## config.mk

```make
export PLATFORM = sky130hd
export DESIGN_NAME = jt89_cmd
export DESIGN_NICKNAME = d
export VERILOG_FILES = /design/src/rtl/jt89_cmd.sv
export SDC_FILE = /design/constraint.sdc
export NUM_CORES = 1
export LEC_CHECK = 0
export CORE_UTILIZATION = 45
export CTS_CLUSTER_SIZE = 28
export DETAILED_ROUTE_END_ITERATION = 8
export GPL_ROUTABILITY_DRIVEN = 0
export PLACE_DENSITY = 0.83
export SETUP_SLACK_MARGIN = 0.3
export SYNTH_ARGS = -nofsm -noshare
export SYNTH_HDL_FRONTEND = slang
export SYNTH_SLANG_ARGS = --single-unit
```

## constraint.sdc

```tcl
create_clock -name clk -period 2.5 [get_ports clk]
set_input_delay 0.5 -clock clk [delete_from_list [all_inputs] [get_ports clk]]
set_output_delay 0.5 -clock clk [all_outputs]
set_load 0.05 [all_outputs]
```

## src/rtl/jt89_cmd.sv

```systemverilog
// Command front-end for the SN76489-style PSG: turns tone/volume/noise commands into timed wr_n/dout byte writes.
// Optional JT89_CMD_SHADOW_EN: remembers the last tone data byte per channel and skips redundant data writes.
module jt89_cmd #(
  parameter int unsigned WR_HOLD = 4,
  parameter int unsigned WR_GAP  = 2
) (
  input  logic       clk,
  input  logic       rst_n,
  input  logic       clken,
  input  logic       cmd_valid,
  output logic       cmd_ready,
  input  logic [1:0] cmd_type,
  input  logic [1:0] cmd_ch,
  input  logic [9:0] cmd_data,
  output logic       wr_n,
  output logic [7:0] dout,
  output logic       err
);

  localparam logic [7:0] HOLD_LAST = 8'(WR_HOLD - 1);
  localparam logic [7:0] GAP_LAST  = 8'(WR_GAP - 1);

  typedef enum logic [2:0] {IDLE, WR1, GAP1, WR2, GAP2} state_t;

  state_t     state_q, state_d;
  logic [7:0] cnt_q, cnt_d;
  logic       wr_n_q, wr_n_d;
  logic [7:0] dout_q, dout_d;
  logic       ready_q, ready_d;
  logic       err_q, err_d;
  logic [5:0] hi_q, hi_d;
  logic       tone_q, tone_d;
  logic       skip_hi;
  logic       accept;
  logic       illegal;

`ifdef JT89_CMD_SHADOW_EN
  logic [1:0] ch_q, ch_d;
  logic [5:0] shadow_q [3];
  logic [5:0] shadow_d [3];
  logic [2:0] sh_vld_q, sh_vld_d;

  always_comb begin
    skip_hi = 1'b0;
    for (int unsigned i = 0; i < 3; i++) begin
      if (ch_q == 2'(i) && sh_vld_q[i] && shadow_q[i] == hi_q) skip_hi = 1'b1;
    end
  end
`else
  assign skip_hi = 1'b0;
`endif

  assign accept  = cmd_valid & ready_q;
  assign illegal = (cmd_type == 2'b11) || (cmd_type == 2'b00 && cmd_ch == 2'd3);

  always_comb begin
    state_d = state_q;
    cnt_d   = cnt_q;
    wr_n_d  = wr_n_q;
    dout_d  = dout_q;
    err_d   = 1'b0;
    hi_d    = hi_q;
    tone_d  = tone_q;
`ifdef JT89_CMD_SHADOW_EN
    ch_d     = ch_q;
    shadow_d = shadow_q;
    sh_vld_d = sh_vld_q;
`endif
    case (state_q)
      IDLE: begin
        if (accept) begin
          if (illegal) begin
            err_d = 1'b1;
          end else begin
            state_d = WR1;
            wr_n_d  = 1'b0;
            cnt_d   = '0;
            tone_d  = (cmd_type == 2'b00);
            hi_d    = cmd_data[9:4];
`ifdef JT89_CMD_SHADOW_EN
            ch_d    = cmd_ch;
`endif
            case (cmd_type)
              2'b00:   dout_d = {1'b1, cmd_ch, 1'b0, cmd_data[3:0]};
              2'b01:   dout_d = {1'b1, cmd_ch, 1'b1, cmd_data[3:0]};
              default: dout_d = {1'b1, 3'b110, 1'b0, cmd_data[2:0]};
            endcase
          end
        end
      end
      WR1: begin
        if (clken) begin
          if (cnt_q == HOLD_LAST) begin
            cnt_d   = '0;
            wr_n_d  = 1'b1;
            state_d = (tone_q && !skip_hi) ? GAP1 : GAP2;
          end else begin
            cnt_d = cnt_q + 8'd1;
          end
        end
      end
      GAP1: begin
        if (clken) begin
          if (cnt_q == GAP_LAST) begin
            cnt_d   = '0;
            wr_n_d  = 1'b0;
            dout_d  = {2'b00, hi_q};
            state_d = WR2;
`ifdef JT89_CMD_SHADOW_EN
            for (int unsigned i = 0; i < 3; i++) begin
              if (ch_q == 2'(i)) begin
                shadow_d[i] = hi_q;
                sh_vld_d[i] = 1'b1;
              end
            end
`endif
          end else begin
            cnt_d = cnt_q + 8'd1;
          end
        end
      end
      WR2: begin
        if (clken) begin
          if (cnt_q == HOLD_LAST) begin
            cnt_d   = '0;
            wr_n_d  = 1'b1;
            state_d = GAP2;
          end else begin
            cnt_d = cnt_q + 8'd1;
          end
        end
      end
      GAP2: begin
        if (clken) begin
          if (cnt_q == GAP_LAST) begin
            cnt_d   = '0;
            state_d = IDLE;
          end else begin
            cnt_d = cnt_q + 8'd1;
          end
        end
      end
      default: state_d = IDLE;
    endcase
    // Registered so that ready stays low during reset and rises on the first released edge.
    ready_d = (state_d == IDLE);
  end

  always_ff @(posedge clk) begin
    if (!rst_n) begin
      state_q  <= IDLE;
      cnt_q    <= '0;
      wr_n_q   <= 1'b1;
      dout_q   <= '0;
      ready_q  <= 1'b0;
      err_q    <= 1'b0;
      hi_q     <= '0;
      tone_q   <= 1'b0;
`ifdef JT89_CMD_SHADOW_EN
      ch_q     <= '0;
      shadow_q <= '{default: '0};
      sh_vld_q <= '0;
`endif
    end else begin
      state_q  <= state_d;
      cnt_q    <= cnt_d;
      wr_n_q   <= wr_n_d;
      dout_q   <= dout_d;
      ready_q  <= ready_d;
      err_q    <= err_d;
      hi_q     <= hi_d;
      tone_q   <= tone_d;
`ifdef JT89_CMD_SHADOW_EN
      ch_q     <= ch_d;
      shadow_q <= shadow_d;
      sh_vld_q <= sh_vld_d;
`endif
    end
  end

  assign cmd_ready = ready_q;
  assign wr_n      = wr_n_q;
  assign dout      = dout_q;
  assign err       = err_q;

endmodule

```

==> run_results.csv, run 1 <==
group,metric,value,unit
worst_setup_path,crit_path_max_incr_delay,0.57,ns
worst_setup_path,cp_slowest_cell,"clkdlybuf4s50_1",
timing,rsz0062_at_grt,"no",
synthesis,synthesis.nets,194,
cts,cts_resized,0,
timing,hold_violations,0,
floorplanning,io_pins,29,
min_path,hp-class,"flip-flop to flip-flop",
synthesis,synth_top_area_cell,"dfxtp_1",
cts,htree_levels,2,
timing,finalCritPeriodShare,0.817,
worst_setup_path,start_kind,"input pin",
floorplanning,placeableCoreArea,3150,um^2
global_route,grt_start_max_net_pins,15,
synthesis,yosys-top-cells-area,"dfxtp_1 38%, nand2_1 6.6%, a21oi_1 3.6%",
cts,postCtsHoldBufs,0,
timing,setup_slack,0.457,ns
cells_and_area,drive_gt1_frac,0.117,
cts,clkSlewWorstSetupHoldPaths,0.09,ns
cts,cts_buffers,5,
cts,insertion_delay,0.33,ns
placed_design,dp.cells,242,
global_route,grt_overflow,0,
synthesis,yosysMostFrequentCell,"dfxtp_1",
placed_design,pre_cts_slack,0.117,ns
synthesis,ys_types,47,
pwr,power.leakage,0.000707,uW
floorplanning,num_rows,20,
worst_setup_path,endpoint_kind,"flip-flop",
pwr,vdd_ir_drop_max,298,uV
floorplanning,die_area,3670,um^2
synthesis,yosysTopAreaCellShare,0.376,
cells_and_area,area.growth.synth_to_final,26.7,%
run,cap_violations,0,
floorplanning,die_w,60.6,um
pwr,power_density,562,nW/um^2
synthesis,syn-instance-count,174,
timing,setup_viol,0,
cts,post_cts_buffers,0,
cts,cts_tree,"yes",
route,drt-wirelength-per-cell,15.6,um
cells_and_area,fin_util,0.621,
placed_design,post-dp-hpwl,2880,um
cells_and_area,diodes,0,
cells_and_area,fin_nets,225,
route,wirelength,3900,um
synthesis,synth_edf_count,0,
route,via_per_inst,5.97,
timing,max_freq,0.489,GHz
run_status,outcome,"finished, final reports clean",
synthesis,synth_area,1540,um^2
route,drc,0,
floorplanning,start_util,0.490,
global_route,grt_pass1_vias,1420,
global_route,grt_pass1_wl,6200,um
timing,finClkSkew,0.0169,ns
cells_and_area,fillers,283,
synthesis,yosysWarnings,0,
synthesis,ys_ff_latch,29,
global_route,grt_antenna_before_repair,0,
worst_setup_path,path_class,"input pin to flip-flop",
global_route,grt_use_total,0.232,
cts,clockBufferDepth,2,
timing,finalSetupTns,0,ns
floorplanning,dieHeight,60.6,um
worst_setup_path,path_cells,"clkdlybuf4s50_1 -> nand4bb_1 -> and4_1 -> a21o_2 -> o221ai_1",
worst_setup_path,path_max_fanout,14,
route,firstDrtPassIters,4,
timing,period_needed,2.04,ns
route,drt_iter0_drc,59,
cts,root_buffer,"clkbuf_4",
worst_setup_path,crit_required,2.69,ns
route,vias,1493,
synthesis,async_flop_share,0,
cts,cts_sinks,29,
worst_setup_path,worstPathArrival,2.23,ns
cells_and_area,fin_cells,250,
timing,finalMaxSlewViolations,0,
timing,slew_headroom,0.501,
timing,worst_slew_pin_slew,0.745,ns
synthesis,syn_avg_cell_area,8.87,um^2
synthesis,synth_common_cells,"29 x dfxtp_1, 27 x nand2_1, 11 x a21oi_1, 10 x nor3_1",
route,postRouteAntennaNets,0,
synthesis,synthFlopType,"dfxtp_1",
synthesis,yosysSeqAreaShare,0.376,
placed_design,port_buffers,28,
[critical path: cells and delay by family]
family | cells | cell delay, ns
buffers and inverters | 1 | 0.57
and+or+nand+nor | 2 | 0.74
AOI/OAI and AO/OA | 2 | 0.42
[routing by layer]
metal | part of all wire | track usage | up-vias
met2 | 0.50 | 0.399 | 60
li1 | - | - | 728
met5 | 0 | 0 | -
met3 | 0.058 | 0.0768 | 13
met4 | 0.021 | 0.101 | 0
met1 | 0.42 | 0.264 | 692
[sequential cells by signal (all words and copies together) (netlist names)]
name	flops
cnt_q	8
dout	8
wr_n	1
hi_q	6
state_q	3
tone_q	1
cmd_ready	1
err	1
[logic make-up (layout without fill, tap and decap cells)]
logic type               Yosys count  in the layout  synth area share
flip-flops                        29             29             0.376
adder cells (fa/ha/maj)            2              2            0.0162
multiplexers                       4              4            0.0259
AO/OA/AOI/OAI                     46             46             0.231
AND/OR/NAND/NOR                   79             79             0.305
buffers and inverters             14             46            0.0462
[power breakdown]
group	internal, uW	leakage, uW	switching [uW]
registers	482	0.000236	14.6
logic	83.5	0.000426	115
clock network	239	0.0000455	165
total	804	0.000707	295
[layout make-up]
| class | instances | area [um^2] | share of cell area |
|---|---|---|---|
| clock inverters | 1 | 30.0 | 0.0153 |
| repair buffers | 35 | 333 | 0.170 |
| multi-input cells | 131 | 892 | 0.456 |
| well taps | 44 | 55.1 | 0.0281 |
| clock buffers | 7 | 55.1 | 0.0281 |
| inverters | 3 | 11.3 | 0.00575 |
| flip-flops and latches | 29 | 581 | 0.297 |
[final timing paths]
kind,from,endpoint,slack [ns],cells past startpoint
hold / removal,hi_q[2]$_SDFFE_PN0P_,hi_q[2]$_SDFFE_PN0P_,0.46,2
setup reg to reg,cnt_q[1]$_SDFFE_PN0P_,cnt_q[1]$_SDFFE_PN0P_,0.47,6
hold reg to reg,hi_q[2]$_SDFFE_PN0P_,hi_q[2]$_SDFFE_PN0P_,0.46,2
setup / recovery,cmd_type[1],cnt_q[7]$_SDFFE_PN0P_,0.46,5
[placed cells by master (no fill, tap or decap), drive strengths merged, types with 4 or more instances in the layout]
cell	count
a21oi	12
and2	4
buf	7
clkbuf	7
clkdlybuf4s50	28
dfxtp	29
mux2i	4
nand2	28
nand3	6
nand4	4
nor3	10
nor3b	5
nor4	4
o2111ai	6
o221ai	5
[through the flow]
step	hold WS, ns	cell area, um^2	power [uW]
3_5_place_dp	0.449	1870	704
3_3_place_gp	0.443	1870	698
4_1_cts	0.462	1960	1100
6_report	0.464	1960	1100
2_1_floorplan	0.427	1540	627
5_1_grt	0.485	1960	1150
No activity file was read; power rests on OpenSTA's default activity.
==> inputs of run 2 (changes only) <==
- clock period: 2.5 -> 2.1 ns (I/O delays scaled with it)
==> run 2 against run 1 <==
Effect of this change:
- die area stayed put
- power is 8.1% higher
- global-route usage is 2.7 points higher
- design area is 3.5% higher
- worst setup slack worse by 0.058 ns
- highest routed layer unchanged
==> run_results.csv, run 2 (same netlist as run 1, synthesis figures left out) <==
group,metric,value,unit
min_path,hold_end,"tone_q$_SDFFE_PN0P_",
floorplanning,die_w,60.6,um
cts,cts_tree,"yes",
worst_setup_path,r2r_start,"state_q[0]$_SDFF_PN0_",
cells_and_area,fin_util,0.642,
route,wirelength,4220,um
global_route,grt_antenna_before_repair,0,
route,vias,1580,
timing,rsz0062_at_grt,"no",
route,postRouteAntennaNets,0,
cells_and_area,mostFrequentLayoutCell,"dfxtp_1",
floorplanning,io_pins,29,
worst_setup_path,worstPathArrival,1.91,ns
cells_and_area,diodes,0,
cells_and_area,drive_gt1_frac,0.184,
route,firstDrtPassIters,6,
cts,cts_sinks,29,
min_path,holdPathStages,2,
worst_setup_path,reg2reg_to,"cnt_q[1]$_SDFFE_PN0P_",
floorplanning,placeableCoreArea,3150,um^2
cells_and_area,fin_nets,237,
worst_setup_path,worstSetupStartpoint,"cmd_type[0]",
worst_setup_path,crit_required,2.31,ns
timing,slew_headroom,0.658,
global_route,grt_pass1_vias,1538,
cts,root_buffer,"clkbuf_4",
min_path,hp-class,"flip-flop to flip-flop",
worst_setup_path,worst-r2r-setup-slack,0.40,ns
cells_and_area,area.growth.synth_to_final,31.1,%
timing,finalMaxSlewViolations,0,
floorplanning,dieHeight,60.6,um
placed_design,post-dp-hpwl,3080,um
timing,finalSetupTns,0,ns
global_route,grt_use_total,0.260,
run,cap_violations,0,
worst_setup_path,reg2regPathDepth,4,
cells_and_area,final_cell_mix,"28 x dfxtp_1, 26 x nand2_1, 19 x buf_4, 17 x clkdlybuf4s50_1",
global_route,grt_pass1_wl,6980,um
worst_setup_path,endpoint_kind,"flip-flop",
route,drt-wirelength-per-cell,16.2,um
global_route,grt_overflow,0,
timing,finClkSkew,0.00791,ns
cts,insertion_delay,0.34,ns
route,via_per_inst,6.05,
floorplanning,num_rows,20,
timing,max_freq,0.588,GHz
cts,clockBufferDepth,2,
min_path,hp-start,"tone_q$_SDFFE_PN0P_",
timing,period_needed,1.70,ns
cts,htree_levels,2,
run_status,outcome,"finished, final reports clean",
route,drt_iter0_drc,85,
pwr,power_density,587,nW/um^2
worst_setup_path,start_kind,"input pin",
timing,finalCritPeriodShare,0.810,
global_route,grt_start_max_net_pins,15,
pwr,power.leakage,0.000783,uW
route,drc,0,
timing,setup_viol,0,
placed_design,port_buffers,28,
worst_setup_path,path_class,"input pin to flip-flop",
floorplanning,die_area,3670,um^2
floorplanning,start_util,0.490,
timing,hold_violations,0,
timing,worst_slew_pin_slew,0.508,ns
cts,cts_buffers,5,
worst_setup_path,path_max_fanout,6,
cts,clkSlewWorstSetupHoldPaths,0.09,ns
pwr,vdd_ir_drop_max,382,uV
## run 2: cell count changes in the layout (fill, tap and decap cells not counted), sizes merged
cell	previous run	this run
dlygate4sd2	0	11
clkdlybuf4s50	28	17
bufinv	1	0
buf	7	19
## run 2: area by class of cell
class / instances / area, um^2
clock buffer: 7 / 55.1
timing repair buffer: 47 / 409
tap: 44 / 55.1
inverter: 3 / 11.3
sequential: 29 / 582
multi-input combinational: 131 / 912
fill: 282 / 1130
## run 2: worst max-delay path by stage
stage / slack, ns / to / cells after the start
final: 0.40 / cnt_q[3]$_SDFFE_PN0P_ / 6
after global routing: 0.32 / cnt_q[1]$_SDFFE_PN0P_ / 4
after CTS: 0.31 / dout[4]$_SDFFE_PN0P_ / 4
after detailed placement: 0.02 / dout[3]$_SDFFE_PN0P_ / 5
after global placement: 0.11 / dout[4]$_SDFFE_PN0P_ / 5
after floorplan: 0.40 / dout[3]$_SDFFE_PN0P_ / 4
## run 2: timing repair
item / 4_1_cts / 5_1_grt
setup buffers: 2 / 5
hold buffers: 0 / 0
pin swaps: 1 / 4
setup endpoints to repair: 18 / 18
hold endpoints to repair: 0 / 0
gates resized for setup: 12 / 5
## run 2: report_power, final
group | total [uW] | leakage (uW) | switching, uW | internal, uW
Combinational | 249 | 0.000515 | 145 | 104
Clock | 350 | 0.0000314 | 192 | 158
Sequential | 590 | 0.000236 | 16.5 | 573
## run 2: stage by stage
stage / worst slack (ns) / hold slack [ns] / cell area (um^2) / std cells / total power [uW]
after floorplan: 0.404 / 0.427 / 1540 / 174 / 746
after global routing: 0.317 / 0.487 / 2020 / 261 / 1250
after global placement: 0.108 / 0.443 / 1910 / 247 / 841
after detailed placement: 0.0229 / 0.449 / 1910 / 247 / 850
after CTS: 0.310 / 0.455 / 1970 / 256 / 1180
final: 0.399 / 0.461 / 2020 / 261 / 1190
## run 2: layer usage
layer  routed length (um)  up-vias  track usage  part of all wire
met4                   97        0        0.114             0.023
met3                  272       16       0.0896             0.064
li1                     -      750            -                 -
met5                    0        -            0                 0
met2                 2130       75        0.432              0.50
met1                 1720      739        0.304              0.41
## run 2: critical path, cell delays in order
cell             delay (ns)
clkdlybuf4s50_1        0.45
nand4bb_1              0.24
and4_2                 0.29
buf_4                  0.17
o2111ai_1              0.19
o221ai_1               0.14
==> inputs of run 3 (changes only) <==
- clock period: 2.1 -> 1.65 ns (I/O delays scaled with it)
==> run 3 against run 2 <==
Effect of this change:
- register-to-register slack got worse by 0.34 ns
- first-iteration DRC count grew 16%
- power grew 40%
- final cell count up 7.3%
- global-route usage is 0.94 points higher
- combinational power up 63%
- worst hold slack better by 0.024 ns
- utilization is 13 points higher
- non-clock buffer count rose by 17
- largest power group unchanged
- critical path depth unchanged
- die area stayed put
==> run_results.csv, run 3 (same netlist as run 1, synthesis figures left out) <==
group,metric,value,unit
pwr,clockPowerShare,0.305,
pwr,power.internal,1160,uW
cts,cts_buffers,5,
cells_and_area,final_cell_mix,"38 x buf_4, 20 x dfxtp_1, 19 x nand2_1, 17 x clkdlybuf4s50_1",
worst_setup_path,crit_required,1.86,ns
worst_setup_path,reg2regPathDepth,6,
route,drt-wirelength-per-cell,17.7,um
global_route,grt_pass1_wl,7100,um
cts,cts_tree,"yes",
pwr,vdd_ir_drop_max,633,uV
cts,cts_sinks,29,
worst_setup_path,worstPathArrival,1.83,ns
cts,postCtsHoldBufs,0,
cells_and_area,mostFrequentLayoutCell,"buf_4",
global_route,grt_overflow,0,
floorplanning,dieHeight,60.6,um
cells_and_area,area.growth.synth_to_final,57.2,%
pwr,power_frac_seq,0.451,
timing,finClkSkew,0.0113,ns
timing,finalCritPeriodShare,0.983,
cts,insertion_delay,0.34,ns
route,firstDrtPassIters,4,
timing,setup_viol,0,
pwr,p_total,1660,uW
route,via_per_inst,5.97,
timing,finalSetupTns,0,ns
cts,clkSlewWorstSetupHoldPaths,0.09,ns
floorplanning,start_util,0.490,
route,wirelength,4950,um
timing,hold_violations,0,
cells_and_area,fin_util,0.770,
placed_design,post-dp-hpwl,3150,um
pwr,p_switching,503,uW
pwr,power.leakage,0.000905,uW
run,cap_violations,0,
timing,worst_slew_pin_slew,0.327,ns
floorplanning,die_w,60.6,um
global_route,grt_use_total,0.269,
worst_setup_path,start_kind,"input pin",
route,vias,1672,
floorplanning,num_rows,20,
placed_design,pre_cts_slack,-0.465,ns
cts,root_buffer,"clkbuf_4",
route,drt_iter0_drc,99,
route,postRouteAntennaNets,0,
floorplanning,placeableCoreArea,3150,um^2
cells_and_area,fin_nets,255,
pwr,power_frac_comb,0.244,
cts,clockBufferDepth,2,
timing,period_needed,1.62,ns
route,drc,0,
timing,max_freq,0.617,GHz
timing,finalMaxSlewViolations,0,
min_path,hp-class,"flip-flop to flip-flop",
pwr,power_density,685,nW/um^2
pwr,p_sw_frac,0.303,
timing,slew_headroom,0.780,
placed_design,port_buffers,28,
worst_setup_path,path_max_fanout,5,
cells_and_area,drive_gt1_frac,0.445,
worst_setup_path,endpoint_kind,"flip-flop",
floorplanning,io_pins,29,
worst_setup_path,path_class,"input pin to flip-flop",
global_route,grt_antenna_before_repair,0,
cells_and_area,diodes,0,
timing,rsz0062_at_grt,"yes",
min_path,holdPathStages,2,
cts,htree_levels,2,
floorplanning,die_area,3670,um^2
run_status,outcome,"finished, final reports clean",
global_route,grt_pass1_vias,1541,
global_route,grt_start_max_net_pins,15,
timing,setup_slack,0.0285,ns
cells_and_area,fillers,209,
timing,fin_hold_ws,0.485,ns
[run 3: cell types whose count changed in the layout (fill, tap and decap cells not counted), moves of 3 or more]
cell	delta
dfxtp_1	-8
buf_6	+7
a21oi_1	-8
nand2_1	-7
dfxtp_4	+5
dlygate4sd2_1	-11
buf_4	+19
a21oi_2	+8
dfxtp_2	+3
nand2_4	+5
[run 3: repair_timing]
action | in CTS | in global routing
buffers inserted | 5 | 4
endpoints found under the hold margin | 0 | 0
pin swaps | 7 | 25
gates cloned | 0 | 1
endpoints found under the setup margin | 28 | 28
resized for setup | 12 | 34
[run 3: through the flow]
| step | cell area (um^2) | std cells |
|---|---|---|
| 6_report | 2430 | 280 |
| 5_1_grt | 2430 | 280 |
| 4_1_cts | 2270 | 275 |
| 3_5_place_dp | 2100 | 262 |
| 3_3_place_gp | 2100 | 262 |
| 2_1_floorplan | 1660 | 174 |
[run 3: critical path, stage by stage]
cell and delay (ns):
clkdlybuf4s50_1 0.57, nand2_1 0.19, and4_4 0.26, buf_4 0.15, o2111ai_1 0.18, o221ai_1 0.14
[run 3: routing by layer]
layer / vias up / global-route usage / wire (um)
met5: - / 0 / 0
met4: 0 / 0.146 / 169
met3: 19 / 0.0618 / 276
met2: 69 / 0.433 / 2480
met1: 795 / 0.334 / 2020
li1: 789 / - / -
[run 3: power groups by stage]
stage	Combinational, uW	Clock, uW	Sequential [uW]
5_1_grt	428	546	753
3_3_place_gp	329	0	766
2_1_floorplan	141	0	827
6_report	406	507	749
4_1_cts	354	510	750
3_5_place_dp	338	0	767
[run 3: cell type report]
| type | instances | area (um^2) | area share |
|---|---|---|---|
| timing repair buffer | 64 | 569 | 0.235 |
| sequential | 29 | 604 | 0.249 |
| clock inverter | 1 | 5.00 | 0.00206 |
| multi-input combinational | 132 | 1120 | 0.460 |
| inverter | 3 | 11.3 | 0.00464 |
| tap | 44 | 55.1 | 0.0227 |
| clock buffer | 7 | 65.1 | 0.0268 |
[run 3: final timing paths]
path	slack, ns	start	end
setup / recovery	0.03	cmd_type[0]	cnt_q[5]$_SDFFE_PN0P_
hold / removal	0.48	hi_q[1]$_SDFFE_PN0P_	hi_q[1]$_SDFFE_PN0P_
setup reg to reg	0.06	state_q[0]$_SDFF_PN0_	cnt_q[5]$_SDFFE_PN0P_
hold reg to reg	0.48	hi_q[1]$_SDFFE_PN0P_	hi_q[1]$_SDFFE_PN0P_
